<file path="config.mk">
export PLATFORM = sky130hd
export DESIGN_NAME = shift_ram_tile_ctrl
export DESIGN_NICKNAME = d
export VERILOG_FILES = /design/src/rtl/cnn_pkg.sv /design/src/rtl/tile_pos_counter.sv /design/src/rtl/shift_ram_tile_ctrl.sv
export SDC_FILE = /design/constraint.sdc
export NUM_CORES = 1
export LEC_CHECK = 0
export ABC_AREA = 1
export CAP_MARGIN = 20
export CORE_ASPECT_RATIO = 1.1
export CORE_MARGIN = 1
export CORE_UTILIZATION = 55
export CTS_CLUSTER_DIAMETER = 50
export DETAILED_ROUTE_END_ITERATION = 10
export MAX_ROUTING_LAYER = met4
export PLACE_DENSITY = 0.8
export SYNTH_ARGS = -nofsm -noshare
export SYNTH_HDL_FRONTEND = slang
export SYNTH_SLANG_ARGS = --single-unit
</file>
<file path="constraint.sdc">
create_clock -name clk -period 2.6 [get_ports clk]
set_input_delay 0.65 -clock clk [delete_from_list [all_inputs] [get_ports clk]]
set_output_delay 0.65 -clock clk [all_outputs]
set_load 0.01 [all_outputs]
</file>
<file path="src/rtl/cnn_pkg.sv">
// Shared CNN datapath definitions: dilation codes, tile defaults and the
// code-to-dilation-factor mapping used by the shift-RAM sequencers.
package cnn_pkg;

    localparam logic [1:0] DILATION_NONE = 2'b00;
    localparam logic [1:0] DILATION_2    = 2'b01;
    localparam logic [1:0] DILATION_4    = 2'b10;
    localparam logic [1:0] DILATION_BAD  = 2'b11;

    localparam int TILE_W_DEF = 32;
    localparam int TILE_H_DEF = 32;

    function automatic logic [2:0] dil_factor(input logic [1:0] code);
        logic [2:0] d;
        case (code)
            DILATION_2: d = 3'd2;
            DILATION_4: d = 3'd4;
            default:    d = 3'd1;
        endcase
        return d;
    endfunction

endpackage

</file>
<file path="src/rtl/tile_pos_counter.sv">
// Raster row/column counter for one tile; saturates at the last pixel so it
// never runs past the tile end.
module tile_pos_counter
    import cnn_pkg::*;
#(
    parameter int TILE_W = TILE_W_DEF,
    parameter int TILE_H = TILE_H_DEF,
    parameter int POS_W  = 6
) (
    input  logic             clk,
    input  logic             rst,
    input  logic             clr,
    input  logic             inc,
    output logic [POS_W-1:0] row_o,
    output logic [POS_W-1:0] col_o,
    output logic             last_o
);

    logic [POS_W-1:0] row_reg, row_next;
    logic [POS_W-1:0] col_reg, col_next;
    logic             col_last;
    logic             row_last;

    assign col_last = (col_reg == POS_W'(TILE_W - 1));
    assign row_last = (row_reg == POS_W'(TILE_H - 1));
    assign last_o   = col_last && row_last;
    assign row_o    = row_reg;
    assign col_o    = col_reg;

    always_comb begin
        row_next = row_reg;
        col_next = col_reg;
        if (clr) begin
            row_next = '0;
            col_next = '0;
        end else if (inc && !last_o) begin
            if (col_last) begin
                col_next = '0;
                row_next = row_reg + 1'b1;
            end else begin
                col_next = col_reg + 1'b1;
            end
        end
    end

    always_ff @(posedge clk) begin
        if (rst) begin
            row_reg <= '0;
            col_reg <= '0;
        end else begin
            row_reg <= row_next;
            col_reg <= col_next;
        end
    end

endmodule

</file>
<file path="src/rtl/shift_ram_tile_ctrl.sv">
// Tile sequencer for a dilated shift RAM: clears the line buffer, streams one
// tile of pixels from the ifmap FIFO and flags complete in-tile 3x3 windows.
module shift_ram_tile_ctrl
    import cnn_pkg::*;
#(
    parameter int TILE_W = TILE_W_DEF,
    parameter int TILE_H = TILE_H_DEF,
    parameter int POS_W  = 6
) (
    input  logic             clk,
    input  logic             rst,
    input  logic             start_i,
    input  logic             abort_i,
    input  logic [1:0]       dilation_sel_i,
    input  logic             pe_ready_i,
    input  logic             fifo_valid_i,
    output logic             fifo_req_o,
    output logic             sr_en_o,
    output logic             sr_clear_o,
    output logic [1:0]       sr_dilation_o,
    output logic             win_valid_o,
    output logic [POS_W-1:0] win_row_o,
    output logic [POS_W-1:0] win_col_o,
    output logic             busy_o,
    output logic             done_o,
    output logic             err_o
);

    typedef enum logic [1:0] {
        ST_IDLE,
        ST_CLEAR,
        ST_RUN,
        ST_DONE
    } state_t;

    state_t           state_reg, state_next;
    logic [1:0]       dilation_reg, dilation_next;
    logic             abort_flag_reg, abort_flag_next;
    logic             err_reg, err_next;
    logic             win_valid_reg, win_valid_next;
    logic [POS_W-1:0] win_row_reg, win_row_next;
    logic [POS_W-1:0] win_col_reg, win_col_next;

    logic             accept;
    logic             cnt_clr;
    logic [POS_W-1:0] pos_row;
    logic [POS_W-1:0] pos_col;
    logic             pos_last;
    logic [POS_W-1:0] d_val;
    logic [POS_W-1:0] two_d;

    tile_pos_counter #(
        .TILE_W (TILE_W),
        .TILE_H (TILE_H),
        .POS_W  (POS_W)
    ) u_pos (
        .clk    (clk),
        .rst    (rst),
        .clr    (cnt_clr),
        .inc    (accept),
        .row_o  (pos_row),
        .col_o  (pos_col),
        .last_o (pos_last)
    );

    assign d_val = POS_W'(dil_factor(dilation_reg));
    assign two_d = d_val << 1;

    // abort wins over accept, so no pixel is consumed in the abort cycle
    always_comb begin
        state_next      = state_reg;
        dilation_next   = dilation_reg;
        abort_flag_next = abort_flag_reg;
        err_next        = 1'b0;
        accept          = 1'b0;
        cnt_clr         = 1'b0;
        fifo_req_o      = 1'b0;
        sr_clear_o      = 1'b0;
        done_o          = 1'b0;
        case (state_reg)
            ST_IDLE: begin
                if (start_i) begin
                    if (dilation_sel_i == DILATION_BAD) begin
                        err_next = 1'b1;
                    end else begin
                        dilation_next   = dilation_sel_i;
                        abort_flag_next = 1'b0;
                        state_next      = ST_CLEAR;
                    end
                end
            end
            ST_CLEAR: begin
                sr_clear_o = 1'b1;
                cnt_clr    = 1'b1;
                if (abort_i) begin
                    abort_flag_next = 1'b1;
                end else begin
                    state_next      = abort_flag_reg ? ST_IDLE : ST_RUN;
                    abort_flag_next = 1'b0;
                end
            end
            ST_RUN: begin
                if (abort_i) begin
                    abort_flag_next = 1'b1;
                    state_next      = ST_CLEAR;
                end else begin
                    fifo_req_o = pe_ready_i;
                    accept     = fifo_valid_i && pe_ready_i;
                    if (accept && pos_last) begin
                        state_next = ST_DONE;
                    end
                end
            end
            ST_DONE: begin
                if (abort_i) begin
                    abort_flag_next = 1'b1;
                    state_next      = ST_CLEAR;
                end else begin
                    done_o     = 1'b1;
                    state_next = ST_IDLE;
                end
            end
            default: state_next = ST_IDLE;
        endcase
    end

    // window centre lags the newest pixel by D in both directions
    always_comb begin
        win_valid_next = accept && (pos_row >= two_d) && (pos_col >= two_d);
        win_row_next   = win_row_reg;
        win_col_next   = win_col_reg;
        if (win_valid_next) begin
            win_row_next = pos_row - d_val;
            win_col_next = pos_col - d_val;
        end
    end

    always_ff @(posedge clk) begin
        if (rst) begin
            state_reg      <= ST_IDLE;
            dilation_reg   <= DILATION_NONE;
            abort_flag_reg <= 1'b0;
            err_reg        <= 1'b0;
            win_valid_reg  <= 1'b0;
            win_row_reg    <= '0;
            win_col_reg    <= '0;
        end else begin
            state_reg      <= state_next;
            dilation_reg   <= dilation_next;
            abort_flag_reg <= abort_flag_next;
            err_reg        <= err_next;
            win_valid_reg  <= win_valid_next;
            win_row_reg    <= win_row_next;
            win_col_reg    <= win_col_next;
        end
    end

    assign sr_en_o       = accept;
    assign sr_dilation_o = dilation_reg;
    assign win_valid_o   = win_valid_reg;
    assign win_row_o     = win_row_reg;
    assign win_col_o     = win_col_reg;
    assign busy_o        = (state_reg != ST_IDLE);
    assign err_o         = err_reg;

endmodule

</file>
==> results.cfg, run 1 <==
[grt]
grt_max_degree = 22
gr-usage-all-layers_pct = 25.7
grt_pass1_vias = 1871
globalRoute.totalOverflow = 0
antenna_found_initial = 0
first_pass_grt_wire_length_um = 7560

[cells_and_area]
fillCellCount = 342
layout.core_utilization_pct = 68.6
insertedDiodeCount = 0
multi_input_logic_area_sq_um = 1200
flow.area_growth_from_synthesis_pct = 18.1
drive_gt1_share_pct = 6.59
layout.nets = 374
seqCellArea_sq_um = 621

[route]
total_number_of_vias = 1970
vias_per_cell = 4.94
routed_wirelength_um = 4410
route.detailed.drc = 0
detail_route.iter0.violations = 96
drt.antenna.violating_nets = 0
route.detailed.wl_per_inst_um = 11.0
drt-pass1-iter-count = 4

[critical_path]
cp.arrival_ns = 1.79
ff2ff_path_depth = 12
data_required_time_at_the_worst_endpoint_ns = 1.95
critical_path_peak_fanout = 2
regToRegSetupSlack_ns = 0.50
crit_path_max_incr_delay_ns = 0.54
crit_top_cell = clkdlybuf4s50_1
path_cells = clkdlybuf4s50_1 -> nand2_1 -> nor2_1 -> clkdlybuf4s50_1
startpoint_class_of_the_critical_path = primary input
r2r-end = win_row_o[4]
cpLargestDelayFamily = buffers and inverters
critical_path.reg2reg.startpoint = sr_dilation_o[0]
cp-end-kind = output port
crit_type = in2out
crit_cells = 4
timing.critical_path.to = fifo_req_o
sum_of_buffers_and_inverters_on_the_critical_path = 2
timing.critical_path.from = pe_ready_i
slowest_stage = clkdlybuf4s50_1

[placed_design]
gp_routability_congestion = 0.836
dp_worst_setup_slack_ns = -0.0695
post-dp-hpwl_um = 3330
io_buffers = 28

[pwr]
vdd_ir_drop_max_mv = 0.365
sequentialPowerShare_pct = 40.8
internal-power_mw = 0.846
combPwrFrac_pct = 24.8
leakage_power_nw = 1.22
power.share.switching_pct = 30.3
p_per_area_nw_per_um2 = 484
power.share.clock_pct = 34.4
switching_power_mw = 0.367

[run]
max-cap-violations = 0

[floorplan]
floorplan.die_area_sq_um = 4110
die_h_um = 67.1
fp-row-count = 23
fp.dieW_um = 61.2
start_util_pct = 58.1
ioPinCount = 29
core_region_area_sq_um = 3650

[logic_synthesis]
netlist_area_sq_um = 2120
syn_inst = 318
postSynthNetCount = 344
postSynthAreaPerCell_sq_um = 6.67
yosys_most_used_dff = dfxtp_1
yosysWarnings = 0
synth.largest_area_cell = dfxtp_1
async_flop_share_pct = 0
synth.ff_latch_count = 31
ys_seq_area_share_pct = 29.2
synth.distinct_cells = 28
most_used_standard_cell_by_instance_count_after_synthesis = nand2_1
netlist_top_cells_count = 80 x nand2_1, 60 x inv_1, 43 x nor2_1
ys_top_cells_by_area = dfxtp_1 29%, nand2_1 14%, inv_1 11%
yosysTopAreaCellShare_pct = 29.2
synth_enable_flop_cells = 0

[sta]
maximum_clock_frequency_mhz = 410
unrepaired_setup_endpoints_after_global_routing = no
layout_min_cycle_time_ns = 2.44
finalMaxSlewViolations = 0
max-slew-margin-rel_pct = 69.0
final-hold-violation-count = 0
worst_slew_pin_slew_ns = 0.465
fin_skew_ns = 0.00645
fin_tns_setup_ns = 0
timing.final.ws_setup_ns = 0.159
finalCritPeriodShare_pct = 93.9
worst_hold_slack_ns = 0.479
setup_violations = 0

[clock_tree]
cts_sinks = 31
clock_latency_ns = 0.28
htree_num_levels = 2
cts_max_path_buffers = 2
cts.clk_slew.worst_paths_ns = 0.06
number_of_instances_resized_during_post_cts_repair = 2
holdBufCountCts = 0
cts_post_setup_buffers_inserted = 0
tritoncts.num_buffers = 5
clockRootBuffer = clkbuf_8
cts_tree = built

[hold_path]
hold_crit_path_type = reg2reg

[run_status]
outcome = finished clean
==> tightest hold or removal path, cell delays in order, from the launching register on <==
cell and delay (ns):
dfxtp_1 0.32, nand2_1 0.06, a21oi_1 0.05
==> power groups by stage <==
stage | clock [mW] | combinational [mW] | sequential [mW]
6_report | 0.418 | 0.300 | 0.495
5_1_grt | 0.449 | 0.342 | 0.496
4_1_cts | 0.423 | 0.302 | 0.495
3_5_place_dp | 0 | 0.301 | 0.506
3_3_place_gp | 0 | 0.290 | 0.505
2_1_floorplan | 0 | 0.213 | 0.506
==> layer usage <==
| layer | share of wire [%] | track usage (%) | vias to the layer above |
|---|---|---|---|
| li1 | - | - | 1039 |
| met4 | 2.6 | 12.2 | 0 |
| met2 | 50 | 43.6 | 33 |
| met1 | 44 | 27.9 | 887 |
| met3 | 2.7 | 5.94 | 11 |
| met5 | 0 | - | - |
==> layout by cell type (no fill, tap or decap) <==
cell type	count
a21oi_1	16
a21oi_2	1
buf_4	1
clkbuf_1	1
clkbuf_8	7
clkdlybuf4s50_1	26
clkinv_1	1
dfxtp_1	31
dlygate4sd2_1	2
fa_1	2
ha_1	16
inv_1	60
inv_2	3
nand2_1	80
nand2_2	1
nand2_4	1
nand3_1	15
nand3_2	3
nand3_4	1
nand3b_1	2
nand4_1	10
nor2_1	43
nor2_2	3
nor2_4	1
nor3_1	3
nor3_4	1
nor4_1	1
o211ai_1	1
o21ai_0	7
xor2_1	9
==> kinds of logic (layout without fill, tap and decap cells) <==
group | Yosys count | in the layout | share of synthesized area (%)
buffers and inverters | 70 | 101 | 14.3
AOI/OAI and AO/OA | 25 | 25 | 6.19
xor gates and xnor gates | 9 | 9 | 3.71
DFF | 31 | 31 | 29.2
adders and majority gates | 18 | 18 | 11.3
and+or+nand+nor | 165 | 165 | 35.2
==> metrics by stage <==
step | power [mW] | cells | cell area [sq um]
after detailed placement | 0.806 | 391 | 2410
final | 1.21 | 399 | 2510
after global routing | 1.29 | 399 | 2510
after floorplan | 0.718 | 318 | 2120
after global placement | 0.795 | 391 | 2410
after CTS | 1.22 | 399 | 2510
==> layout make-up <==
| type | instances | share of cell area, % |
|---|---|---|
| Multi-Input combinational cell | 217 | 47.8 |
| Sequential cell | 31 | 24.8 |
| Timing Repair Buffer | 29 | 11.4 |
| Inverter | 64 | 9.59 |
| Clock buffer | 8 | 3.99 |
| Tap cell | 50 | 2.50 |
==> worst min-delay path by stage <==
stage,to,slack [ns],depth (start not counted),start
2_1_floorplan,abort_flag_reg,0.43,2,abort_flag_reg
3_3_place_gp,abort_flag_reg,0.46,2,abort_flag_reg
3_5_place_dp,abort_flag_reg,0.47,2,abort_flag_reg
4_1_cts,abort_flag_reg,0.48,2,abort_flag_reg
5_1_grt,abort_flag_reg,0.50,2,abort_flag_reg
6_report,abort_flag_reg,0.48,2,abort_flag_reg
Note: power is estimated with default switching activity, not from simulation.
==> run 2: changes to the inputs <==
Settings changed: CAP_MARGIN 20 to 5, CORE_ASPECT_RATIO 1.1 to 1.5, TNS_END_PERCENT from default to 30.
==> run 2 against run 1 <==
Non-clock buffer count rose by 1. Sequential share of layout area rose by 0.099 points. Via count rose by 1.2%. Sequential power barely moved. Worst setup slack improved by 0.0040 ns. Critical path depth did not move. Routed wire length rose by 5.2%. Utilization fell by 0.78 points. Design area fell by 0.40%. Die area rose by 0.12%. Highest routed layer unchanged.
==> results.cfg, run 2 (synthesis gave the netlist of run 1 again) <==
[critical_path]
startpoint_class_of_the_critical_path = primary input
crit_top_cell = clkdlybuf4s50_1
data_required_time_at_the_worst_endpoint_ns = 1.95
critical_path_peak_fanout = 2
cp.arrival_ns = 1.79
cp-end-kind = output port
crit_type = in2out
slowest_stage = clkdlybuf4s50_1
path_cells = clkdlybuf4s50_1 -> nand2_1 -> nor2_1 -> clkdlybuf4s50_1
crit_path_max_incr_delay_ns = 0.53

[pwr]
vdd_ir_drop_max_mv = 0.425
p_total_mw = 1.19
p_per_area_nw_per_um2 = 476
leakage_power_nw = 1.23

[route]
drt.antenna.violating_nets = 0
route.detailed.drc = 0
routed_wirelength_um = 4630
vias_per_cell = 5.08
route.detailed.wl_per_inst_um = 11.8
drt-pass1-iter-count = 5
total_number_of_vias = 1993
detail_route.iter0.violations = 41

[clock_tree]
cts.clk_slew.worst_paths_ns = 0.07
cts_sinks = 31
cts_max_path_buffers = 2
cts_post_setup_buffers_inserted = 0
clock_latency_ns = 0.29
tritoncts.num_buffers = 5
htree_num_levels = 2
holdBufCountCts = 0
cts_tree = built
clockRootBuffer = clkbuf_8

[floorplan]
floorplan.die_area_sq_um = 4120
core_region_area_sq_um = 3680
fp.dieW_um = 52.7
start_util_pct = 57.6
ioPinCount = 29
fp-row-count = 27
die_h_um = 78.1

[cells_and_area]
insertedDiodeCount = 0
final_cell_mix = 80 x nand2_1, 59 x inv_1, 43 x nor2_1
final_common_cell = nand2_1
layout.core_utilization_pct = 67.8
drive_gt1_share_pct = 7.16
layout.nets = 375
fillCellCount = 324
flow.area_growth_from_synthesis_pct = 17.6

[sta]
finalCritPeriodShare_pct = 93.7
setup_violations = 0
finalMaxSlewViolations = 0
worst_hold_slack_ns = 0.469
final-hold-violation-count = 0
maximum_clock_frequency_mhz = 410
unrepaired_setup_endpoints_after_global_routing = no
layout_min_cycle_time_ns = 2.44
max-slew-margin-rel_pct = 67.9
fin_tns_setup_ns = 0
worst_slew_pin_slew_ns = 0.481
fin_skew_ns = 0.00460

[grt]
first_pass_grt_wire_length_um = 8180
gr-usage-all-layers_pct = 27.3
grt_max_degree = 22
globalRoute.totalOverflow = 0
antenna_found_initial = 0
grt_pass1_vias = 1956

[placed_design]
gp_routability_congestion = 0.884
post-dp-hpwl_um = 3590
io_buffers = 28

[run_status]
outcome = finished clean

[run]
max-cap-violations = 0

[hold_path]
hold_crit_path_type = reg2reg
## run 2: cell count changes in the layout (fill, tap and decap cells not counted), sizes merged
cell / delta
clkbuf: -2
buf: +1
clkinv: +1
dlygate4sd2: -1
dlymetal6s2s: +1
## run 2: worst paths after layout
path                          from             end  slack (ns)  depth (start not counted)
hold / removal      abort_flag_reg  abort_flag_reg        0.47                          2
hold reg to reg     abort_flag_reg  abort_flag_reg        0.47                          2
setup reg to reg  sr_dilation_o[0]    win_row_o[4]        0.52                         12
setup / recovery        pe_ready_i      fifo_req_o        0.16                          4
## run 2: cell type report
cell class              instances  area [sq um]  area share [%]
flip-flops and latches         31           621            24.9
inverters                      64           240            9.62
repair buffers                 30           297            11.9
clock inverters                 1          5.00           0.201
well taps                      43          53.8            2.16
clock buffers                   6          82.6            3.31
multi-input cells             217          1200            48.0
## run 2: power breakdown
part           total (mW)  switching [mW]  internal, mW
sequential          0.495         0.00872         0.486
clock               0.391           0.183         0.207
combinational       0.302           0.182         0.120
total                1.19           0.374         0.813
## run 2: repair_timing
item / CTS / global route
endpoints found under the setup margin: 1 / 2
resized for setup: 1 / 2
hold endpoints to repair: 0 / 0
## run 2: stage by stage
stage	instance area, sq um	worst slack (ns)	instances
6_report	2500	0.163	392
5_1_grt	2500	0.145	392
4_1_cts	2490	0.0148	392
3_3_place_gp	2410	-0.0508	385
2_1_floorplan	2120	0.648	318
3_5_place_dp	2410	-0.0699	385
## run 2: worst max-delay path: cells and delay by family
family	cells	cell delay [ns]
and+or+nand+nor	2	0.13
buffers and inverters	2	1.00
## run 2: routing by layer
metal | share of wire [%] | vias up | global-route usage [%]
li1 | - | 1041 | -
met5 | 0 | - | -
met4 | 2.5 | 0 | 12.6
met1 | 40 | 900 | 28.7
met2 | 55 | 41 | 47.6
met3 | 2.9 | 11 | 4.65
==> run 3: changes to the inputs <==
Settings changed: CORE_ASPECT_RATIO 1.5 to 1.1, PLACE_DENSITY 0.8 to default, PLACE_DENSITY_LB_ADDON from default to 0.3.
==> run 3 against run 2 <==
Flip-flop and latch count unchanged. Largest power group unchanged. Routed wire length is 5.7% lower. Critical endpoint unchanged. Worst setup slack got worse by 0.0055 ns. Die area decreased by 0.12%. Register-to-register slack lost 0.05 ns. First-iteration DRC count rose by 130%. Power decreased by 0.56%. Fmax decreased by 0.23%. Non-clock buffer count rose by 1. Critical path type unchanged. Utilization is 0.85 points higher. Sequential power about the same. Design area grew 0.50%.
==> results.cfg, run 3 (synthesis gave the netlist of run 1 again) <==
[run_status]
outcome = finished clean

[sta]
final-hold-violation-count = 0
setup_violations = 0
fin_skew_ns = 0.00203
worst_hold_slack_ns = 0.475
finalMaxSlewViolations = 0
finalCritPeriodShare_pct = 93.9
max-slew-margin-rel_pct = 69.3
maximum_clock_frequency_mhz = 409
unrepaired_setup_endpoints_after_global_routing = no
layout_min_cycle_time_ns = 2.44
worst_slew_pin_slew_ns = 0.460

[clock_tree]
number_of_instances_resized_during_post_cts_repair = 2
tritoncts.num_buffers = 5
cts_sinks = 31
cts_post_setup_buffers_inserted = 0
cts_tree = built
cts_max_path_buffers = 2
clock_latency_ns = 0.28
holdBufCountCts = 0
clockRootBuffer = clkbuf_8
cts.clk_slew.worst_paths_ns = 0.06
htree_num_levels = 2

[hold_path]
hold_crit_path_type = reg2reg

[critical_path]
crit_type = in2out
critical_path_peak_fanout = 2
slowest_stage = clkdlybuf4s50_1
startpoint_class_of_the_critical_path = primary input
path_cells = clkdlybuf4s50_1 -> nand2_1 -> nor2_1 -> clkdlybuf4s50_1
crit_path_max_incr_delay_ns = 0.53
data_required_time_at_the_worst_endpoint_ns = 1.95
cp.arrival_ns = 1.79
cp-end-kind = output port
crit_top_cell = clkdlybuf4s50_1

[grt]
globalRoute.totalOverflow = 0
gr-usage-all-layers_pct = 24.8
antenna_found_initial = 0
grt_max_degree = 22
first_pass_grt_wire_length_um = 7400
grt_pass1_vias = 1804

[floorplan]
fp-row-count = 23
floorplan.die_area_sq_um = 4110
die_h_um = 67.1
ioPinCount = 29
start_util_pct = 58.1
core_region_area_sq_um = 3650
fp.dieW_um = 61.2

[pwr]
combPwrFrac_pct = 25.6
p_per_area_nw_per_um2 = 471
internal-power_mw = 0.814
power.share.clock_pct = 32.4
leakage_power_nw = 1.23
switching_power_mw = 0.366
vdd_ir_drop_max_mv = 0.302
sequentialPowerShare_pct = 42.0
power.share.switching_pct = 31.0

[route]
route.detailed.wl_per_inst_um = 10.9
total_number_of_vias = 1984
route.detailed.drc = 0
detail_route.iter0.violations = 93
drt.antenna.violating_nets = 0
drt-pass1-iter-count = 4
routed_wirelength_um = 4370
vias_per_cell = 4.96

[cells_and_area]
final_common_cell = nand2_1
insertedDiodeCount = 0
flow.area_growth_from_synthesis_pct = 18.2
layout.nets = 376
drive_gt1_share_pct = 7.14
post_layout_nonfiller_instances = 400
fillCellCount = 346
final_cell_mix = 80 x nand2_1, 60 x inv_1, 43 x nor2_1

[placed_design]
gp_routability_congestion = 0.825
dpl.cell_count = 393
post-dp-hpwl_um = 3310
io_buffers = 28

[run]
max-cap-violations = 0
-- run 3: area by class of cell --
| class | count | area (sq um) | area share [%] |
|---|---|---|---|
| multi-input cells | 217 | 1200 | 47.7 |
| flip-flops and latches | 31 | 621 | 24.7 |
| repair buffers | 31 | 300 | 12.0 |
| inverters | 64 | 240 | 9.58 |
| clock buffers | 6 | 82.6 | 3.29 |
| well taps | 50 | 62.6 | 2.49 |
| clock inverters | 1 | 5.00 | 0.200 |
-- run 3: power by group through the flow --
stage	combinational, mW	sequential (mW)	clock [mW]
5_1_grt	0.347	0.496	0.405
6_report	0.302	0.495	0.383
4_1_cts	0.302	0.495	0.389
3_3_place_gp	0.292	0.505	0
2_1_floorplan	0.213	0.506	0
3_5_place_dp	0.301	0.505	0
-- run 3: per-layer routing --
metal  part of all wire (%)  global-route usage [%]
met5                      0                       -
met4                    1.6                    8.81
met3                    4.0                    5.36
met2                     50                    41.8
met1                     44                    28.6
-- run 3: path summary, 6_finish.rpt --
check / startpoint / to / slack [ns] / cells after the start
setup / recovery: pe_ready_i / fifo_req_o / 0.16 / 4
hold / removal: abort_flag_reg / abort_flag_reg / 0.47 / 2
setup reg to reg: sr_dilation_o[0] / win_row_o[4] / 0.47 / 12
hold reg to reg: abort_flag_reg / abort_flag_reg / 0.47 / 2
-- run 3: worst max-delay path: cells and delay by family --
family	cells	cell delay, ns
buffers and inverters	2	1.00
and+or+nand+nor	2	0.13
-- run 3: stage by stage --
stage                     total power, mW  TNS (ns)  util, %  instance area [sq um]  setup slack (ns)
after detailed placement            0.806    -0.106     66.3                   2420           -0.0780
after global placement              0.797   -0.0733     66.3                   2420           -0.0601
after floorplan                     0.718         0        -                   2120             0.648
after global routing                 1.25         0     68.6                   2510            0.0910
final                                1.18         0     68.6                   2510             0.157
after CTS                            1.19         0     68.6                   2510             0.146
